--- config.mk ---
export PLATFORM = sky130hd
export DESIGN_NAME = radiation_sensor_app_flat
export DESIGN_NICKNAME = d
export VERILOG_FILES = /design/src/rtl/radiation_sensor_app_if.sv /design/src/rtl/radiation_sensor_app.sv /design/src/flat_wrapper.sv
export SDC_FILE = /design/constraint.sdc
export NUM_CORES = 1
export LEC_CHECK = 0
export CORE_UTILIZATION = 40
export CTS_CLUSTER_DIAMETER = 150
export DETAILED_ROUTE_END_ITERATION = 12
export PLACE_DENSITY = 0.62
export SLEW_MARGIN = 20
export SYNTH_ARGS = -nofsm -noshare
export SYNTH_HDL_FRONTEND = slang
export SYNTH_SLANG_ARGS = --single-unit
--- constraint.sdc ---
create_clock -name clk -period 5 [get_ports clk]
set_input_delay 0.5 -clock clk [delete_from_list [all_inputs] [get_ports clk]]
set_output_delay 0.5 -clock clk [all_outputs]
set_load 0.03 [all_outputs]
--- src/rtl/radiation_sensor_app_if.sv ---
// Byte-wide application RX/TX link between the ISO 14443A core and the
// radiation sensor application responder.
interface radiation_sensor_app_if;
    logic       rx_soc;
    logic       rx_eoc;
    logic       rx_error;
    logic [7:0] rx_data;
    logic       rx_data_valid;
    logic [7:0] tx_data;
    logic       tx_data_valid;
    logic       tx_req;
    logic       app_resend_last;

    modport master (
        output rx_soc, rx_eoc, rx_error, rx_data, rx_data_valid, tx_req, app_resend_last,
        input  tx_data, tx_data_valid
    );

    modport slave (
        input  rx_soc, rx_eoc, rx_error, rx_data, rx_data_valid, tx_req, app_resend_last,
        output tx_data, tx_data_valid
    );
endinterface

--- src/rtl/radiation_sensor_app.sv ---
// Radiation sensor PICC application layer: event counter, one-byte command
// parser and response buffer with verbatim resend.
module radiation_sensor_app #(
    parameter logic [7:0] VERSION = 8'h01
) (
    input  logic                          clk,
    input  logic                          rst_n,
    input  logic                          event_pulse,
    radiation_sensor_app_if.slave         bus
);
    localparam int unsigned CNT_W = 32;
    localparam int unsigned LEN_W = 3;
    localparam int unsigned BUF_N = 5;

    typedef enum logic [1:0] {
        ST_IDLE = 2'd0,
        ST_RX   = 2'd1,
        ST_TX   = 2'd2
    } state_e;

    state_e                  state_q;
    logic [7:0]              cmd_q;
    logic [1:0]              rx_cnt_q;
    logic [BUF_N-1:0][7:0]   buf_q;
    logic [LEN_W-1:0]        len_q;
    logic [LEN_W-1:0]        idx_q;
    logic                    has_resp_q;
    logic [CNT_W-1:0]        cnt_q;
    logic [CNT_W-1:0]        cnt_d;
    logic [7:0]              tx_data_q;
    logic                    tx_valid_q;

    logic [BUF_N-1:0][7:0]   resp_c;
    logic [LEN_W-1:0]        resp_len_c;
    logic                    clear_c;

    // Response frame built from the captured command and the live count
    always_comb begin
        resp_c     = '0;
        resp_len_c = LEN_W'(2);
        if (rx_cnt_q == 2'd2) begin
            resp_c[0] = 8'hFE;
            resp_c[1] = cmd_q;
        end else begin
            case (cmd_q)
                8'h01: begin
                    resp_c     = {cnt_q[7:0], cnt_q[15:8], cnt_q[23:16], cnt_q[31:24], 8'h01};
                    resp_len_c = LEN_W'(5);
                end
                8'h02: begin
                    resp_c[0]  = 8'h02;
                    resp_len_c = LEN_W'(1);
                end
                8'h03: begin
                    resp_c[0] = 8'h03;
                    resp_c[1] = VERSION;
                end
                default: begin
                    resp_c[0] = 8'hFF;
                    resp_c[1] = cmd_q;
                end
            endcase
        end
    end

    // A clear that coincides with an event leaves that event counted
    always_comb begin
        clear_c = (state_q == ST_RX) && bus.rx_eoc && !bus.rx_error && !bus.rx_soc &&
                  (rx_cnt_q == 2'd1) && (cmd_q == 8'h02);
        cnt_d   = cnt_q;
        if (event_pulse && (cnt_q != {CNT_W{1'b1}})) begin
            cnt_d = cnt_q + CNT_W'(1);
        end
        if (clear_c) begin
            cnt_d = CNT_W'(event_pulse);
        end
    end

    always_ff @(posedge clk or negedge rst_n) begin
        if (!rst_n) begin
            state_q    <= ST_IDLE;
            cmd_q      <= '0;
            rx_cnt_q   <= '0;
            buf_q      <= '0;
            len_q      <= '0;
            idx_q      <= '0;
            has_resp_q <= 1'b0;
            cnt_q      <= '0;
            tx_data_q  <= '0;
            tx_valid_q <= 1'b0;
        end else begin
            cnt_q <= cnt_d;
            case (state_q)
                ST_IDLE: begin
                    if (bus.rx_soc) begin
                        state_q  <= ST_RX;
                        rx_cnt_q <= '0;
                    end else if (bus.app_resend_last && has_resp_q) begin
                        state_q    <= ST_TX;
                        idx_q      <= '0;
                        tx_data_q  <= buf_q[0];
                        tx_valid_q <= 1'b1;
                    end
                end
                ST_RX: begin
                    if (bus.rx_soc) begin
                        rx_cnt_q <= '0;
                    end else if (bus.rx_eoc) begin
                        if (bus.rx_error || (rx_cnt_q == 2'd0)) begin
                            state_q <= ST_IDLE;
                        end else begin
                            state_q    <= ST_TX;
                            buf_q      <= resp_c;
                            len_q      <= resp_len_c;
                            has_resp_q <= 1'b1;
                            idx_q      <= '0;
                            tx_data_q  <= resp_c[0];
                            tx_valid_q <= 1'b1;
                        end
                    end else if (bus.rx_data_valid) begin
                        if (rx_cnt_q == 2'd0) begin
                            cmd_q <= bus.rx_data;
                        end
                        if (rx_cnt_q != 2'd2) begin
                            rx_cnt_q <= rx_cnt_q + 2'd1;
                        end
                    end
                end
                ST_TX: begin
                    if (bus.rx_soc) begin
                        state_q    <= ST_RX;
                        rx_cnt_q   <= '0;
                        tx_valid_q <= 1'b0;
                    end else if (bus.tx_req) begin
                        if (idx_q == (len_q - LEN_W'(1))) begin
                            state_q    <= ST_IDLE;
                            idx_q      <= '0;
                            tx_valid_q <= 1'b0;
                        end else begin
                            idx_q     <= idx_q + LEN_W'(1);
                            tx_data_q <= buf_q[idx_q + LEN_W'(1)];
                        end
                    end
                end
                default: begin
                    state_q    <= ST_IDLE;
                    tx_valid_q <= 1'b0;
                end
            endcase
        end
    end

    assign bus.tx_data       = tx_data_q;
    assign bus.tx_data_valid = tx_valid_q;
endmodule

--- src/flat_wrapper.sv ---
// flat-port wrapper written by rule: the top's interface ports become plain ports
module radiation_sensor_app_flat 
#(
    parameter logic [7:0] VERSION = 8'h01
)
  (clk, rst_n, event_pulse, bus_rx_soc, bus_rx_eoc, bus_rx_error, bus_rx_data, bus_rx_data_valid, bus_tx_req, bus_app_resend_last, bus_tx_data, bus_tx_data_valid);
  radiation_sensor_app_if bus_i ();
  input  logic clk;
  input  logic rst_n;
  input  logic event_pulse;
  input wire logic [$bits(bus_i.rx_soc)-1:0] bus_rx_soc;
  input wire logic [$bits(bus_i.rx_eoc)-1:0] bus_rx_eoc;
  input wire logic [$bits(bus_i.rx_error)-1:0] bus_rx_error;
  input wire logic [$bits(bus_i.rx_data)-1:0] bus_rx_data;
  input wire logic [$bits(bus_i.rx_data_valid)-1:0] bus_rx_data_valid;
  input wire logic [$bits(bus_i.tx_req)-1:0] bus_tx_req;
  input wire logic [$bits(bus_i.app_resend_last)-1:0] bus_app_resend_last;
  output wire logic [$bits(bus_i.tx_data)-1:0] bus_tx_data;
  output wire logic [$bits(bus_i.tx_data_valid)-1:0] bus_tx_data_valid;
  assign bus_i.rx_soc = bus_rx_soc;
  assign bus_i.rx_eoc = bus_rx_eoc;
  assign bus_i.rx_error = bus_rx_error;
  assign bus_i.rx_data = bus_rx_data;
  assign bus_i.rx_data_valid = bus_rx_data_valid;
  assign bus_i.tx_req = bus_tx_req;
  assign bus_i.app_resend_last = bus_app_resend_last;
  assign bus_tx_data = bus_i.tx_data;
  assign bus_tx_data_valid = bus_i.tx_data_valid;
  radiation_sensor_app #(.VERSION(VERSION)) u_core (.clk(clk), .rst_n(rst_n), .event_pulse(event_pulse), .bus(bus_i));
endmodule
==> flow_metrics.tcl, run 1 <==
set metrics [dict create \
    yosys-top-cells-area "dfrtp_1, nand2_1, nand3_1, mux4_2, ha_1" \
    clk_latency_ps 350 \
    slew_violations 0 \
    ios 26 \
    fin_tns_setup_ps 0 \
    synth_flop_cell "dfrtp_1" \
    grt_pass1_vias 4110 \
    cts_hold_buffers 0 \
    regToRegSetupSlack_ps 2400 \
    synth_top_cell_by_area "dfrtp_1" \
    fin_nets 585 \
    ant_nets 0 \
    vias 4118 \
    relSlewSlack_pct 33.8 \
    netlist.area_leader.share_pct 45.5 \
    netlist_area_um2 5230 \
    crit_fanout 10 \
    r2r_start "u_core.state_q[1]$_DFFE_PN0P_" \
    synthCells 546 \
    crit_required_ps 5240 \
    dr.pass1.iters 5 \
    cts_max_level 3 \
    max-cap-violations 0 \
    leakage_nw 2.52 \
    vdd_ir_drop_max_mv 0.190 \
    avgSynthCellArea_um2 9.58 \
    yosysWarnings 0 \
    cts_tree "built" \
    cts_setup_buffers 0 \
    numCtsBuffers 9 \
    layout-drive-gt1-share_pct 14.6 \
    total_power_mw 2.61 \
    finalSetupViolations 0 \
    synth_fp_nets 573 \
    synth-edff-count 0 \
    final_util_pct 46.6 \
    dp_hpwl_mm 9.05 \
    drt_iter0_markers 369 \
    period_minus_slack_ps 2600 \
    dieArea_um2 13500 \
    antenna_found_initial 0 \
    grt_max_degree 57 \
    rsz0062_at_grt "no" \
    rows 41 \
    power_density_nw_per_um2 442 \
    worstMarginPinSlew_ps 984 \
    die_x_um 116 \
    fmax_mhz 385 \
    io_buffers 25 \
    placeableCoreArea_um2 12700 \
    antenna_cells 0 \
    placed_area_um2 5580 \
    crit_arrival_ps 2840 \
    synthArstFlopShare_pct 100 \
    endpoint_kind "flop" \
    start_util_pct 41.3 \
    route.detailed.vias_per_inst 5.60 \
    cts_num_sinks 95 \
    gp_congestion 0.869 \
    ys_types 68 \
    ff2ff_path_depth 6 \
    cp-startpoint "u_core.state_q[1]$_DFFE_PN0P_" \
    syn2layout_area_growth_pct 12.9 \
    synthTopCellsByCount "dfrtp_1, nand2_1, nand3_1, nor2_1, o21ai_0" \
    skew_ps 4.96 \
    grt_pass1_wl_mm 21.5 \
    routed_wl_mm 12.5 \
    design_area_um2 5900 \
    cts-resized-gates 0 \
    drc 0 \
    fp.dieH_um 116 \
    hold_violations 0 \
    finalCritPeriodShare_pct 52.0 \
    hold_slack_ps 139 \
    synth_seq_area_share_pct 45.5 \
    crit_type "reg2reg" \
    overflow 0 \
    r2r-end "u_core.cnt_q[17]$_DFFE_PN0P_" \
    synth.most_common_cell "dfrtp_1" \
    routedWlPerCell_um 17.0 \
    clk_transition_reported_paths_ps 70 \
    startpoint_type "flop" \
    synth_seq_cells 95 \
    clock_path_buffers 2 \
    root_buffer "clkbuf_16" \
    hp-class "in2async" \
    grt_usage_pct 20.7 \
    outcome "complete, no violations" \
]
[registers in the layout, indices dropped and copies added (netlist names)]
signal and flops:
u_core.buf_q 35, u_core.bus.tx_data 8, u_core.bus.tx_data_valid 1, u_core.cmd_q 8
u_core.cnt_q 32, u_core.has_resp_q 1, u_core.idx_q 3, u_core.len_q 3
u_core.rx_cnt_q 2, u_core.state_q 2
[logic make-up (layout without fill, tap and decap cells)]
family / after synthesis / in the layout / synth area share (%)
compound gates: 102 / 102 / 14.1
xor+xnor: 10 / 10 / 1.96
buf+inv: 47 / 64 / 4.35
flops: 95 / 95 / 45.5
mux: 20 / 20 / 5.98
fa+ha+maj: 10 / 10 / 2.39
simple gates: 262 / 262 / 25.7
[report_power, final]
part	switching, mW	total [mW]	internal (mW)
Combinational	0.444	0.816	0.372
Sequential	0.146	1.06	0.912
Clock	0.297	0.736	0.439
Total	0.887	2.61	1.72
[critical path, cell delays in order (launching register included)]
cell,delay [ps]
dfrtp_1,420
inv_1,110
ha_1,370
nand3b_1,290
nor4_2,930
a211oi_1,110
a31o_2,260
[cells in the final DEF (no fill, tap or decap), types with 9 or more instances in the layout]
cell and count:
clkdlybuf4s50_1 24, nor2_1 26, nand3_1 50, ha_1 10, clkbuf_16 9, a21oi_1 19, inv_1 17, nand2_1 94
nand4_1 17, dfrtp_1 95, or3_1 10, o21ai_0 21, mux2_2 10
[metrics by stage]
stage          setup slack, ps  std cells
3_5_place_dp              2200        719
4_1_cts                   2450        735
6_report                  2400        735
2_1_floorplan             2890        546
3_3_place_gp              2250        719
5_1_grt                   2200        735
[routing by layer]
layer	share of wire [%]	vias up	global-route usage [%]
met4	1.4	0	6.84
li1	-	1993	-
met3	3.9	14	3.43
met5	0	-	0
met1	48	2038	28.6
met2	46	73	33.1
[area by class of cell]
| cell class | count | area, µm² |
|---|---|---|
| multi-input cells | 404 | 2630 |
| inverters | 17 | 63.8 |
| clock buffers | 9 | 225 |
| clock inverters | 7 | 95.1 |
| repair buffers | 31 | 293 |
| well taps | 172 | 215 |
| flip-flops and latches | 95 | 2380 |
| fillers | 1216 | 6770 |
[how the worst max path moves through the flow]
stage,slack (ps),endpoint
2_1_floorplan,2890,u_core.cnt_q[27]$_DFFE_PN0P_
3_3_place_gp,2250,u_core.cnt_q[17]$_DFFE_PN0P_
3_5_place_dp,2200,u_core.cnt_q[17]$_DFFE_PN0P_
4_1_cts,2450,u_core.cnt_q[17]$_DFFE_PN0P_
5_1_grt,2200,u_core.bus.tx_data[0]$_DFFE_PN0P_
6_report,2400,u_core.cnt_q[17]$_DFFE_PN0P_
Note: power is estimated with default switching activity, not from simulation.
==> run 2: changes to the inputs <==
Settings changed: PLACE_DENSITY 0.62 to 0.64.
Clock period 5 ns to 2.1 ns, I/O delays scaled along.
==> run 2 against run 1 <==
  * Combinational power rose to 2.9 times the previous value
  * Maximum frequency up 30%
  * Critical path depth up 1
  * Hold slack better by 170 ps
==> flow_metrics.tcl, run 2 (synthesis results as in run 1) <==
set metrics [dict create \
    drt_iter0_markers 241 \
    grt_usage_pct 21.2 \
    ios 26 \
    drc 0 \
    routed_wl_mm 13.1 \
    die_x_um 116 \
    io_buffers 25 \
    final_util_pct 50.6 \
    cp_slowest_cell "dfrtp_1" \
    cp.depth 7 \
    clock_path_buffers 2 \
    finalCritPeriodShare_pct 95.2 \
    instances_no_fill 793 \
    fp.dieH_um 116 \
    leakage_nw 2.81 \
    critPathMaxStageDelay_ps 480 \
    finalSetupViolations 0 \
    root_buffer "clkbuf_16" \
    clk_latency_ps 350 \
    cp_common_cell "buf_4" \
    routedWlPerCell_um 16.5 \
    dpl.cell_count 775 \
    ff2ff_path_depth 7 \
    period_minus_slack_ps 2000 \
    crit_path_cell_trace "and2_1 > and4_1 > buf_4 > a311oi_4 > buf_4 > a21oi_1 > a31o_1" \
    ant_nets 0 \
    startpoint_type "flop" \
    r2r_start "u_core.cnt_q[11]$_DFFE_PN0P_" \
    top_register "u_core.buf_q" \
    worst_slack_ps 100 \
    clk_transition_reported_paths_ps 70 \
    dieArea_um2 13500 \
    cp-endpoint "u_core.cnt_q[27]$_DFFE_PN0P_" \
    crit_type "reg2reg" \
    pre_cts_slack_ps 3.59 \
    cts_num_sinks 95 \
    outcome "complete, no violations" \
    max-cap-violations 0 \
    reg.largest.list "u_core.buf_q x35, u_core.cnt_q x32" \
    power_density_nw_per_um2 988 \
    critPathBufInv 2 \
    cts_max_level 3 \
    numCtsBuffers 9 \
    r2r-end "u_core.cnt_q[27]$_DFFE_PN0P_" \
    crit_required_ps 2330 \
    skew_ps 11.8 \
    regToRegSetupSlack_ps 100 \
    layout_common_cells "dfrtp_1, nand2_1, buf_4" \
    grt_pass1_vias 4393 \
    vdd_ir_drop_max_mv 0.480 \
    antenna_found_initial 0 \
    largest_reg_flops 35 \
    slew_violations 0 \
    mostFrequentLayoutCell "dfrtp_1" \
    grt_max_degree 51 \
    fin_nets 644 \
    endpoint_kind "flop" \
    gp_congestion 0.905 \
    fmax_mhz 500 \
    layout-drive-gt1-share_pct 24.2 \
    overflow 0 \
    grt_pass1_wl_mm 21.9 \
    cp-startpoint "u_core.cnt_q[11]$_DFFE_PN0P_" \
    crit_fanout 6 \
    cts_tree "built" \
    syn2layout_area_growth_pct 22.7 \
    relSlewSlack_pct 68.4 \
    hold_violations 0 \
    route.detailed.vias_per_inst 5.52 \
    dr.pass1.iters 4 \
    placeableCoreArea_um2 12700 \
    antenna_cells 0 \
    start_util_pct 41.3 \
    cpLargestDelayFamily "compound AO/OA/AOI/OAI gates" \
    hp-class "in2async" \
    worstMarginPinSlew_ps 473 \
    vias 4380 \
    crit_arrival_ps 2230 \
    dp_hpwl_mm 9.79 \
    rows 41 \
]
## run 2: final cells by class
cell class | count | area [µm²]
Inverter | 17 | 63.8
Fill cell | 1198 | 6250
Clock buffer | 11 | 253
Multi-Input combinational cell | 404 | 2680
Sequential cell | 95 | 2380
Clock inverter | 4 | 31.3
Tap cell | 172 | 215
Timing Repair Buffer | 90 | 800
## run 2: worst register-to-register path, stage by stage (launching register included)
cell,delay [ps]
dfrtp_1,480
and2_1,250
and4_1,210
buf_4,170
a311oi_4,330
buf_4,210
a21oi_1,70
a31o_1,180
## run 2: per-stage QoR
stage / instance area (µm²) / hold WS (ps) / TNS [ps] / total power [mW]
final: 6420 / 304 / 0 / 6.34
after global routing: 6420 / 349 / -4.32 / 6.72
after CTS: 6350 / 297 / 0 / 6.29
after detailed placement: 6050 / 126 / 0 / 4.71
after global placement: 6050 / 123 / 0 / 4.63
after floorplan: 5230 / -85.6 / 0 / 3.87
## run 2: worst min-delay path by stage
| stage | depth (start not counted) | slack (ps) | end |
|---|---|---|---|
| final | 2 | 300 | u_core.state_q[0]$_DFFE_PN0P_ |
| after floorplan | 0 | -90 | u_core.buf_q[0]$_DFFE_PN0P_ |
| after detailed placement | 1 | 130 | u_core.state_q[0]$_DFFE_PN0P_ |
| after global placement | 1 | 120 | u_core.state_q[0]$_DFFE_PN0P_ |
| after global routing | 2 | 350 | u_core.state_q[0]$_DFFE_PN0P_ |
| after CTS | 2 | 300 | u_core.state_q[0]$_DFFE_PN0P_ |
## run 2: metal layers
metal | GRT usage, % | share of wire [%]
met3 | 3.94 | 3.9
met5 | 0 | 0
met2 | 34.8 | 47
met4 | 7.18 | 2.2
met1 | 28.1 | 46
## run 2: where the power goes
part           switching [mW]  internal (mW)
sequential              0.253           2.17
combinational            1.21           1.13
clock                   0.713          0.864
total                    2.17           4.16
## run 2: timing repair
action | in CTS | in global routing
setup buffers | 0 | 2
endpoints found under the hold margin | 21 | 0
hold buffers | 1 | 0
gates resized for setup | 2 | 16
pin swaps | 0 | 3
setup endpoints to repair | 6 | 55
cloned | 0 | 0
==> run 3: changes to the inputs <==
Settings changed: SETUP_SLACK_MARGIN set to 0.05, SKIP_LAST_GASP set to 1.
==> run 3 against run 2 <==
  * Clock skew down 0.93 ps
  * Hold slack worse by 46 ps
  * First-iteration DRC count is 17% higher
  * Clock power grew 5%
  * Die area stayed put
  * Non-clock buffer count is 5 higher
  * Core utilization up 0.94 points
  * Register-to-register slack about the same
  * Largest power group is now combinational cells
==> flow_metrics.tcl, run 3 (synthesis results as in run 1) <==
set metrics [dict create \
    outcome "complete, no violations" \
    hp-class "in2async" \
    grt_max_degree 56 \
    endpoint_kind "flop" \
    period_minus_slack_ps 2010 \
    start_util_pct 41.3 \
    top_register "u_core.buf_q" \
    grt_pass1_wl_mm 22.6 \
    mostFrequentLayoutCell "dfrtp_1" \
    crit_required_ps 2370 \
    grt_pass1_vias 4437 \
    hold_violations 0 \
    crit_fanout 5 \
    dieArea_um2 13500 \
    vdd_ir_drop_max_mv 0.545 \
    gp_congestion 0.870 \
    worst_slack_ps 88.9 \
    critPathBufInv 1 \
    fill_cells 1165 \
    fp.dieH_um 116 \
    overflow 0 \
    ant_nets 0 \
    ios 26 \
    clock_path_buffers 2 \
    antenna_found_initial 0 \
    cts_max_level 3 \
    cpLargestDelayFamily "simple AND/OR/NAND/NOR gates" \
    numCtsBuffers 9 \
    max-cap-violations 0 \
    relSlewSlack_pct 65.8 \
    drc 0 \
    rsz0062_at_grt "yes" \
    dp_hpwl_mm 9.93 \
    cts_num_sinks 95 \
    multi_input_area_um2 2710 \
    layout-drive-gt1-share_pct 26.0 \
    syn2layout_area_growth_pct 25.0 \
    antenna_cells 0 \
    io_buffers 25 \
    crit_type "reg2reg" \
    pre_cts_slack_ps -1.92 \
    ff_latch_area_um2 2380 \
    grt_usage_pct 22.2 \
    finalSetupViolations 0 \
    placeableCoreArea_um2 12700 \
    crit_path_cell_trace "or4_4 > or2_4 > buf_4 > or3_1 > a31oi_1" \
    largest_reg_flops 35 \
    startpoint_type "flop" \
    grt_use_met2_pct 36.0 \
    layout_common_cells "dfrtp_1, nand2_1, buf_4" \
    use_met1_pct 28.9 \
    cp_slowest_cell "or4_4" \
    fin_nets 649 \
    reg.largest.list "u_core.buf_q x35, u_core.cnt_q x32" \
    critPathMaxStageDelay_ps 590 \
    finalCritPeriodShare_pct 95.8 \
    leakage_nw 2.87 \
    root_buffer "clkbuf_16" \
    rows 41 \
    use_met3_pct 4.62 \
    clk_transition_reported_paths_ps 70 \
    vias 4428 \
    cts_tree "built" \
    die_x_um 116 \
    crit_arrival_ps 2290 \
    regToRegSetupSlack_ps 90 \
    routedWlPerCell_um 16.9 \
    routed_wl_mm 13.5 \
    dpl.cell_count 776 \
    power_density_nw_per_um2 1000 \
    gr-max-usage-layer "met2" \
    skew_ps 10.9 \
    worstMarginPinSlew_ps 512 \
    drt_iter0_markers 283 \
    fmax_mhz 497 \
    clk_latency_ps 360 \
    instances_no_fill 799 \
    route.detailed.vias_per_inst 5.54 \
    dr.pass1.iters 4 \
    slew_violations 0 \
]
## run 3: cell count changes in the layout (fill, tap and decap cells not counted), moves of 2 or more
cell,before,now
clkbuf_8,2,0
clkinvlp_4,3,1
buf_4,59,62
inv_6,0,2
## run 3: metal layers
layer | part of all wire (%) | vias up
met5 | 0 | -
met4 | 2.8 | 0
met3 | 4.1 | 27
met2 | 47 | 91
met1 | 46 | 2175
li1 | - | 2135
## run 3: cell type report
type / count / area share, %
inverters: 17 / 0.976
flip-flops and latches: 95 / 36.4
well taps: 172 / 3.29
clock inverters: 6 / 1.05
repair buffers: 95 / 13.3
clock buffers: 10 / 3.50
multi-input cells: 404 / 41.5
## run 3: timing repair
| action | 4_1_cts | 5_1_grt |
|---|---|---|
| cloned | 1 | 0 |
| hold endpoints to repair | 15 | 0 |
| buffers inserted | 1 | 4 |
| endpoints found under the setup margin | 8 | 60 |
| gates resized for setup | 3 | 21 |
| pin swaps | 0 | 4 |
| hold buffers | 1 | 0 |
## run 3: through the flow
| stage | utilization, % | hold slack (ps) | power [mW] | setup TNS [ps] | instance area [µm²] |
|---|---|---|---|---|---|
| 2_1_floorplan | - | -85.6 | 3.88 | 0 | 5230 |
| 3_3_place_gp | 47.9 | 89.5 | 4.67 | 0 | 6070 |
| 3_5_place_dp | 47.9 | 90.9 | 4.74 | -1.92 | 6070 |
| 4_1_cts | 50.8 | 259 | 6.46 | 0 | 6430 |
| 5_1_grt | 51.6 | 275 | 6.94 | 0 | 6540 |
| 6_report | 51.6 | 258 | 6.55 | 0 | 6540 |
## run 3: where the power goes
| part | internal (mW) | switching (mW) |
|---|---|---|
| sequential | 2.17 | 0.260 |
| combinational | 1.20 | 1.26 |
| clock | 0.932 | 0.731 |
| total | 4.30 | 2.25 |
## run 3: path summary, 6_finish.rpt
check                                         startpoint  depth (start not counted)                       endpoint
min reg2reg                u_core.has_resp_q$_DFFE_PN0P_                          1  u_core.has_resp_q$_DFFE_PN0P_
min in group clk                          bus_rx_data[5]                          2    u_core.cmd_q[5]$_DFFE_PN0P_
min                                                rst_n                          2    u_core.len_q[1]$_DFFE_PN0P_
max reg2reg                  u_core.cmd_q[2]$_DFFE_PN0P_                          5    u_core.buf_q[9]$_DFFE_PN0P_
max                          u_core.cmd_q[2]$_DFFE_PN0P_                          5    u_core.buf_q[9]$_DFFE_PN0P_
max in group asynchronous                          rst_n                          3   u_core.buf_q[39]$_DFFE_PN0P_
